$ cat config.mk
export PLATFORM = sky130hd
export DESIGN_NAME = fetch_unit
export DESIGN_NICKNAME = d
export VERILOG_FILES = /design/src/rtl/fetch_unit.sv
export SDC_FILE = /design/constraint.sdc
export NUM_CORES = 1
export LEC_CHECK = 0
export ABC_AREA = 1
export ABC_CLOCK_PERIOD_IN_PS = 3300
export CAP_MARGIN = 15
export CORE_MARGIN = 2
export CORE_UTILIZATION = 47
export CTS_BUF_LIST = sky130_fd_sc_hd__clkbuf_16
export DETAILED_ROUTE_END_ITERATION = 8
export HOLD_SLACK_MARGIN = 0.12
export PLACE_DENSITY = 0.84
export SLEW_MARGIN = 20
export SYNTH_ARGS = -nofsm -noshare
export SYNTH_HDL_FRONTEND = slang
export SYNTH_SLANG_ARGS = --single-unit
export TNS_END_PERCENT = 100
$ cat constraint.sdc
create_clock -name clk -period 3.3 [get_ports clk]
set_input_delay 0.495 -clock clk [delete_from_list [all_inputs] [get_ports clk]]
set_output_delay 0.495 -clock clk [all_outputs]
set_load 0.05 [all_outputs]
$ cat src/rtl/fetch_unit.sv
// Instruction fetch stage: PC register, IF/ID pipeline register and RUN/HALTED control.
// Optional macro FETCH_PERF_CNT_EN adds a 16-bit fetch_count output counting valid fetches.
module fetch_unit #(
  parameter logic [15:0] RESET_PC  = 16'h0000,
  parameter logic [15:0] NOP_INSTR = 16'hBF00
) (
  input  logic        clk,
  input  logic        rst,
  input  logic        stall,
  input  logic        branch_taken,
  input  logic [15:0] branch_target,
  input  logic        halt_req,
  output logic [15:0] imem_addr,
  input  logic [15:0] imem_instr,
  output logic [15:0] ifid_instr,
  output logic [15:0] ifid_pc,
  output logic        ifid_valid,
`ifdef FETCH_PERF_CNT_EN
  output logic [15:0] fetch_count,
`endif
  output logic        halted
);

  localparam int unsigned AW = 16;

  typedef enum logic [0:0] {
    RUN    = 1'b0,
    HALTED = 1'b1
  } state_t;

  state_t          state_q, state_d;
  logic [AW-1:0]   pc_q, pc_d;
  logic [15:0]     ifid_instr_q, ifid_instr_d;
  logic [AW-1:0]   ifid_pc_q, ifid_pc_d;
  logic            ifid_valid_q, ifid_valid_d;
  logic            halted_q, halted_d;
  logic            fetch_fire;

  // Next-state and IF/ID load; priority is halt_req > branch_taken > stall.
  always_comb begin
    state_d      = state_q;
    pc_d         = pc_q;
    ifid_instr_d = ifid_instr_q;
    ifid_pc_d    = ifid_pc_q;
    ifid_valid_d = ifid_valid_q;
    halted_d     = halted_q;
    fetch_fire   = 1'b0;
    case (state_q)
      RUN: begin
        if (halt_req) begin
          state_d      = HALTED;
          halted_d     = 1'b1;
          ifid_instr_d = NOP_INSTR;
          ifid_pc_d    = pc_q;
          ifid_valid_d = 1'b0;
        end else if (branch_taken) begin
          pc_d         = branch_target;
          ifid_instr_d = NOP_INSTR;
          ifid_pc_d    = pc_q;
          ifid_valid_d = 1'b0;
        end else if (!stall) begin
          pc_d         = pc_q + AW'(1);
          ifid_instr_d = imem_instr;
          ifid_pc_d    = pc_q;
          ifid_valid_d = 1'b1;
          fetch_fire   = 1'b1;
        end
      end
      HALTED: begin
        ifid_instr_d = NOP_INSTR;
        ifid_valid_d = 1'b0;
        halted_d     = 1'b1;
      end
      default: begin
        state_d = RUN;
      end
    endcase
  end

  always_ff @(posedge clk) begin
    if (rst) begin
      state_q      <= RUN;
      pc_q         <= RESET_PC;
      ifid_instr_q <= NOP_INSTR;
      ifid_pc_q    <= RESET_PC;
      ifid_valid_q <= 1'b0;
      halted_q     <= 1'b0;
    end else begin
      state_q      <= state_d;
      pc_q         <= pc_d;
      ifid_instr_q <= ifid_instr_d;
      ifid_pc_q    <= ifid_pc_d;
      ifid_valid_q <= ifid_valid_d;
      halted_q     <= halted_d;
    end
  end

`ifdef FETCH_PERF_CNT_EN
  logic [15:0] fetch_count_q, fetch_count_d;

  // Counts edges that load a real instruction into IF/ID; held stalls do not count.
  always_comb begin
    fetch_count_d = fetch_count_q;
    if (fetch_fire) begin
      fetch_count_d = fetch_count_q + 16'(1);
    end
  end

  always_ff @(posedge clk) begin
    if (rst) begin
      fetch_count_q <= 16'h0000;
    end else begin
      fetch_count_q <= fetch_count_d;
    end
  end

  assign fetch_count = fetch_count_q;
`else
  logic unused_fire;
  assign unused_fire = fetch_fire;
`endif

  assign imem_addr  = pc_q;
  assign ifid_instr = ifid_instr_q;
  assign ifid_pc    = ifid_pc_q;
  assign ifid_valid = ifid_valid_q;
  assign halted     = halted_q;

endmodule

==> flow_summary.json, run 1 <==
{
  "synth_edf_count": 0,
  "die_x_um": 72.8,
  "async_flop_share_pct": 0,
  "powerDensity_mw_per_mm2": 505,
  "tightest_slew_ns": 0.601,
  "cts_setup_buffers": 0,
  "critPathLaunchType": "input pin",
  "cp.arrival_ns": 2.32,
  "antenna_found_initial": 0,
  "ir_worst_vdd_mv": 0.243,
  "ys_seq_area_share_pct": 45.9,
  "status": "complete, no violations",
  "drt_iter0_markers": 122,
  "fin_crit_ns": 2.16,
  "mappedNetlistArea_sq_mm": 0.00222,
  "max-slew-margin-rel_pct": 59.9,
  "synth_nets": 353,
  "grt_pass1_wl_um": 9800,
  "die_height_um": 72.8,
  "cts_tree": "yes",
  "cts-buffers-inserted": 5,
  "yosysTopAreaCell": "dfxtp_1",
  "postSynthCellCount": 315,
  "hold_violations": 0,
  "crit_path_top_delay_cell": "clkdlybuf4s50_1",
  "path_delay_family": "buffers and inverters",
  "die-area_sq_mm": 0.00529,
  "firstDrtPassIters": 4,
  "ys_warn_count": 0,
  "overflow": 0,
  "endpoint_kind": "flip-flop",
  "worst-path-max-fanout": 26,
  "cts_resized": 0,
  "place_hpwl_um": 4420,
  "nNetsFinal": 436,
  "cts_max_path_buffers": 2,
  "start_util_pct": 48.0,
  "clock-sinks": 51,
  "clock_latency_ns": 0.29,
  "totalWireLength_um": 6260,
  "vias": 2384,
  "wl_per_cell_um": 13.8,
  "core_sq_mm": 0.00463,
  "synthTopCellsByArea": "dfxtp_1, nand2_1, nor2_1, a21oi_1, o21ai_0",
  "crit_type": "input pin to flip-flop",
  "cp_data_required_time_ns": 3.46,
  "h-tree-depth": 2,
  "setup-tns-final_ns": 0,
  "area_growth_pct": 48.3,
  "hold_class": "flip-flop to flip-flop",
  "grt_max_degree": 28,
  "cts_hold_buffers": 0,
  "critPathBufInv": 5,
  "layout-drive-gt1-share_pct": 4.76,
  "ant_nets": 0,
  "synth_flop_cell": "dfxtp_1",
  "drt-vias-per-instance": 5.26,
  "place_congestion": 0.831,
  "synth_seq_cells": 51,
  "path_clk_slew_ns": 0.06,
  "rows": 25,
  "drv_slew": 0,
  "fin_worst_skew_ns": 0.00460,
  "cts.root.buffer_cell": "clkbuf_16",
  "io_pins": 87,
  "setup_viol": 0,
  "fin_crit_sh_pct": 65.4,
  "drc": 0,
  "max_stage_delay_ns": 0.40,
  "avgSynthCellArea_sq_um": 7.05,
  "first_global_vias": 2205,
  "cap_violations": 0,
  "grt_use_total_pct": 23.3,
  "n_antenna_cell": 0,
  "final_util_pct": 71.2,
  "yosysTopAreaCellShare_pct": 45.9,
  "p_leak_nw": 1.25,
  "yosysUniqueCellTypes": 24,
  "cp_cell_sequence": "clkdlybuf4s50_1 -> buf_4 -> inv_4 -> nand2_2 -> nand2_2 -> inv_2 -> nand2_4 -> inv_2 -> nand2_1 -> a21oi_1",
  "port_buffers": 86,
  "fmax_mhz": 463,
  "rsz0062_at_grt": "false"
}
==> area by class of cell <==
cell class / instances / area, sq um
Multi-Input combinational cell: 232 / 1060
Clock buffer: 5 / 125
Fill cell: 385 / 1340
Tap cell: 54 / 67.6
Inverter: 20 / 77.6
Clock inverter: 3 / 67.6
Timing Repair Buffer: 88 / 876
Sequential cell: 51 / 1020
==> cell usage in the layout, fill, tap and decap left out, types with 3 or more instances in the layout <==
cell,Yosys,routed
clkdlybuf4s50_1,0,86
nand2_1,75,75
nor2_1,57,57
dfxtp_1,51,51
a21oi_1,35,35
o21ai_0,24,24
inv_1,15,15
nand3_1,13,13
o22ai_1,7,7
clkbuf_16,0,5
xor2_1,4,4
o21ai_1,4,4
inv_2,3,3
==> Yosys cell counts, types with 3 or more instances <==
cell type and instances:
nand2_1 75, nor2_1 57, dfxtp_1 51, a21oi_1 35, o21ai_0 24, inv_1 15, nand3_1 13, clkbuf_1 7
o22ai_1 7, o21ai_1 4, xor2_1 4, buf_2 3, inv_2 3
==> power breakdown <==
group          switching [mW]  internal (mW)
Sequential             0.0305          0.649
Clock                   0.215          0.434
Combinational           0.211          0.124
==> worst min-delay path, stage by stage, from the launching register on <==
cell,delay [ns]
dfxtp_1,0.33
nand2_1,0.05
o21ai_0,0.06
==> metal layers <==
| layer | up-vias | part of all wire [%] | global-route usage [%] | routed length [um] |
|---|---|---|---|---|
| met5 | - | 0 | 0 | 0 |
| met4 | 0 | 1.9 | 7.82 | 118 |
| met3 | 13 | 5.2 | 4.56 | 328 |
| met2 | 80 | 52 | 40.5 | 3250 |
| met1 | 1090 | 41 | 28.9 | 2570 |
| li1 | 1201 | - | - | - |
==> path summary, 6_finish.rpt <==
check,from,end,slack [ns],cells after the start
min reg2reg,halted,halted,0.47,2
min,halted,halted,0.47,2
max,branch_taken,ifid_instr[2],1.14,10
max reg2reg,state_q,ifid_instr[2],1.61,7
==> state kept, by name (all words and copies together), names as in the netlist <==
register,cells
halted,1
ifid_instr,16
ifid_pc,16
ifid_valid,1
imem_addr,16
state_q,1
==> kinds of logic (layout without fill, tap and decap cells) <==
| family | count (synthesis) | in the layout | synth area share (%) |
|---|---|---|---|
| buffers and inverters | 32 | 116 | 6.36 |
| AOI/OAI and AO/OA | 75 | 75 | 17.8 |
| and+or+nand+nor | 152 | 152 | 27.8 |
| DFF | 51 | 51 | 45.9 |
| adders and majority gates | 1 | 1 | 0.563 |
| xor gates and xnor gates | 4 | 4 | 1.58 |
==> metrics by stage <==
stage / setup slack, ns / cells / hold WS (ns) / total power [mW] / area [sq um]
2_1_floorplan: 1.56 / 315 / 0.477 / 0.895 / 2220
3_3_place_gp: 0.943 / 445 / 0.443 / 1.02 / 3100
3_5_place_dp: 0.864 / 445 / 0.454 / 1.02 / 3100
4_1_cts: 1.13 / 453 / 0.467 / 1.67 / 3290
5_1_grt: 0.978 / 453 / 0.484 / 1.72 / 3290
6_report: 1.14 / 453 / 0.466 / 1.66 / 3290
No activity file was read; power rests on OpenSTA's default activity.
==> inputs of run 2 (changes only) <==
- ABC_CLOCK_PERIOD_IN_PS: 3300 -> 1900
- CORE_UTILIZATION: 47 -> 39
- PLACE_DENSITY: 0.84 -> 0.75
- clock period: 3.3 -> 1.9 ns (I/O delays scaled with it)
==> run 2 against run 1 <==
Against the previous run:
- sequential cell count did not move
- first-iteration DRC count increased by 6.6%
- hold slack is essentially flat
- critical endpoint is now imem_addr[2]
==> flow_summary.json, run 2 (synthesis gave the netlist of run 1 again) <==
{
  "max_stage_delay_ns": 0.84,
  "startpoint": "imem_addr[2]",
  "hold_violations": 0,
  "crit_path_top_delay_cell": "clkdlybuf4s50_1",
  "overflow": 0,
  "place_hpwl_um": 4450,
  "cts-buffers-inserted": 5,
  "critPathLaunchType": "flip-flop",
  "powerDensity_mw_per_mm2": 794,
  "setup-tns-final_ns": 0,
  "timing.reg2reg.setup_slack_ns": 0.36,
  "fmax_mhz": 544,
  "grt_use_total_pct": 19.2,
  "core_sq_mm": 0.00551,
  "cts_max_path_buffers": 2,
  "crit_type": "flip-flop to output port",
  "r2r_cells": 7,
  "nNetsFinal": 441,
  "die_height_um": 79.5,
  "grt_pass1_wl_um": 9590,
  "rsz0062_at_grt": "false",
  "cp_data_required_time_ns": 1.62,
  "rows": 27,
  "die_x_um": 79.5,
  "max-slew-margin-rel_pct": 65.1,
  "ant_nets": 0,
  "drv_slew": 0,
  "ir_worst_vdd_mv": 0.426,
  "io_pins": 87,
  "path_depth": 1,
  "p_leak_nw": 1.29,
  "path_clk_slew_ns": 0.06,
  "h-tree-depth": 2,
  "setup_viol": 0,
  "first_global_vias": 2061,
  "cp_cell_sequence": "clkdlybuf4s50_1",
  "totalWireLength_um": 5960,
  "die-area_sq_mm": 0.00632,
  "fin_crit_ns": 1.84,
  "n_antenna_cell": 0,
  "post_dp_cell_area_sq_mm": 0.00315,
  "reg2reg_from": "imem_addr[1]",
  "r2r_end": "imem_addr[8]",
  "drt-vias-per-instance": 4.87,
  "status": "complete, no violations",
  "layout_commonest_cell": "nand2_1",
  "hold_class": "flip-flop to flip-flop",
  "tightest_slew_ns": 0.522,
  "area_growth_pct": 48.0,
  "dp.cells": 468,
  "port_buffers": 86,
  "final_area_sq_mm": 0.00329,
  "start_util_pct": 40.4,
  "drc": 0,
  "fin_crit_sh_pct": 96.8,
  "cap_violations": 0,
  "final_util_pct": 59.7,
  "worst-path-max-fanout": 6,
  "clock-sinks": 51,
  "drt_iter0_markers": 130,
  "fin_worst_skew_ns": 0.00275,
  "fill_cells": 509,
  "path_delay_family": "buffers and inverters",
  "cts.root.buffer_cell": "clkbuf_16",
  "place_congestion": 0.857,
  "vias": 2316,
  "antenna_found_initial": 0,
  "stdcell_count": 476,
  "firstDrtPassIters": 4,
  "grt_max_degree": 27,
  "cp.arrival_ns": 1.55,
  "clock_latency_ns": 0.28,
  "cp-endpoint": "imem_addr[2]",
  "wl_per_cell_um": 12.5,
  "cts_tree": "yes",
  "endpoint_kind": "output port",
  "layout-drive-gt1-share_pct": 8.17,
  "critPathBufInv": 1,
  "final_cell_mix": "nand2_1, clkdlybuf4s50_1, nor2_1, dfxtp_1, a21oi_1"
}
run 2: changes by cell type in the layout (fill, tap and decap cells not counted):
| cell | delta |
|---|---|
| clkinv_1 | +2 |
| buf_4 | +15 |
| clkdlybuf4s50_1 | -12 |
| bufinv_16 | -2 |
| dlymetal6s2s_1 | +1 |
| buf_12 | +1 |
run 2: per-layer routing:
layer	GRT usage [%]	vias to the layer above	wire length (um)
met5	0	-	0
met1	26.1	1036	2750
li1	-	1207	-
met4	6.90	0	88
met3	3.62	8	342
met2	30.3	65	2790
run 2: layout make-up:
cell class / count / area, sq um / share of cell area [%]
Clock buffer: 5 / 125 / 3.80
Inverter: 20 / 77.6 / 2.36
Clock inverter: 3 / 15.0 / 0.456
Tap cell: 72 / 90.1 / 2.74
Sequential cell: 51 / 1020 / 31.0
Multi-Input combinational cell: 232 / 1060 / 32.2
Timing Repair Buffer: 93 / 901 / 27.4
run 2: per-stage QoR:
step           hold WS, ns  power (mW)  worst slack (ns)
2_1_floorplan        0.414        1.55             0.164
3_3_place_gp         0.446        1.78             0.101
3_5_place_dp         0.459        1.79            0.0296
4_1_cts              0.468        2.63            0.0409
5_1_grt              0.488        2.74            0.0189
6_report             0.466        2.61            0.0617
run 2: power by group:
part / internal (mW) / switching (mW)
sequential: 1.13 / 0.0511
combinational: 0.222 / 0.362
clock: 0.479 / 0.371
run 2: worst min-delay path by stage:
stage,startpoint,to,cells after the start
floorplan,imem_instr[10],ifid_instr[10],2
global placement,halted,halted,2
detailed placement,ifid_instr[14],ifid_instr[14],2
CTS,ifid_instr[14],ifid_instr[14],2
global route,ifid_instr[7],ifid_instr[7],2
finish,ifid_instr[14],ifid_instr[14],2
run 2: repair_timing:
action / CTS / global route
setup endpoints to repair: 0 / 1
resized for setup: 0 / 1
hold buffers: 0 / 0
buffers inserted: 0 / 0
run 2: tightest hold or removal path, stage by stage (launching register included):
cell and delay [ns]:
dfxtp_1 0.31, nand2_1 0.06, a21oi_1 0.06
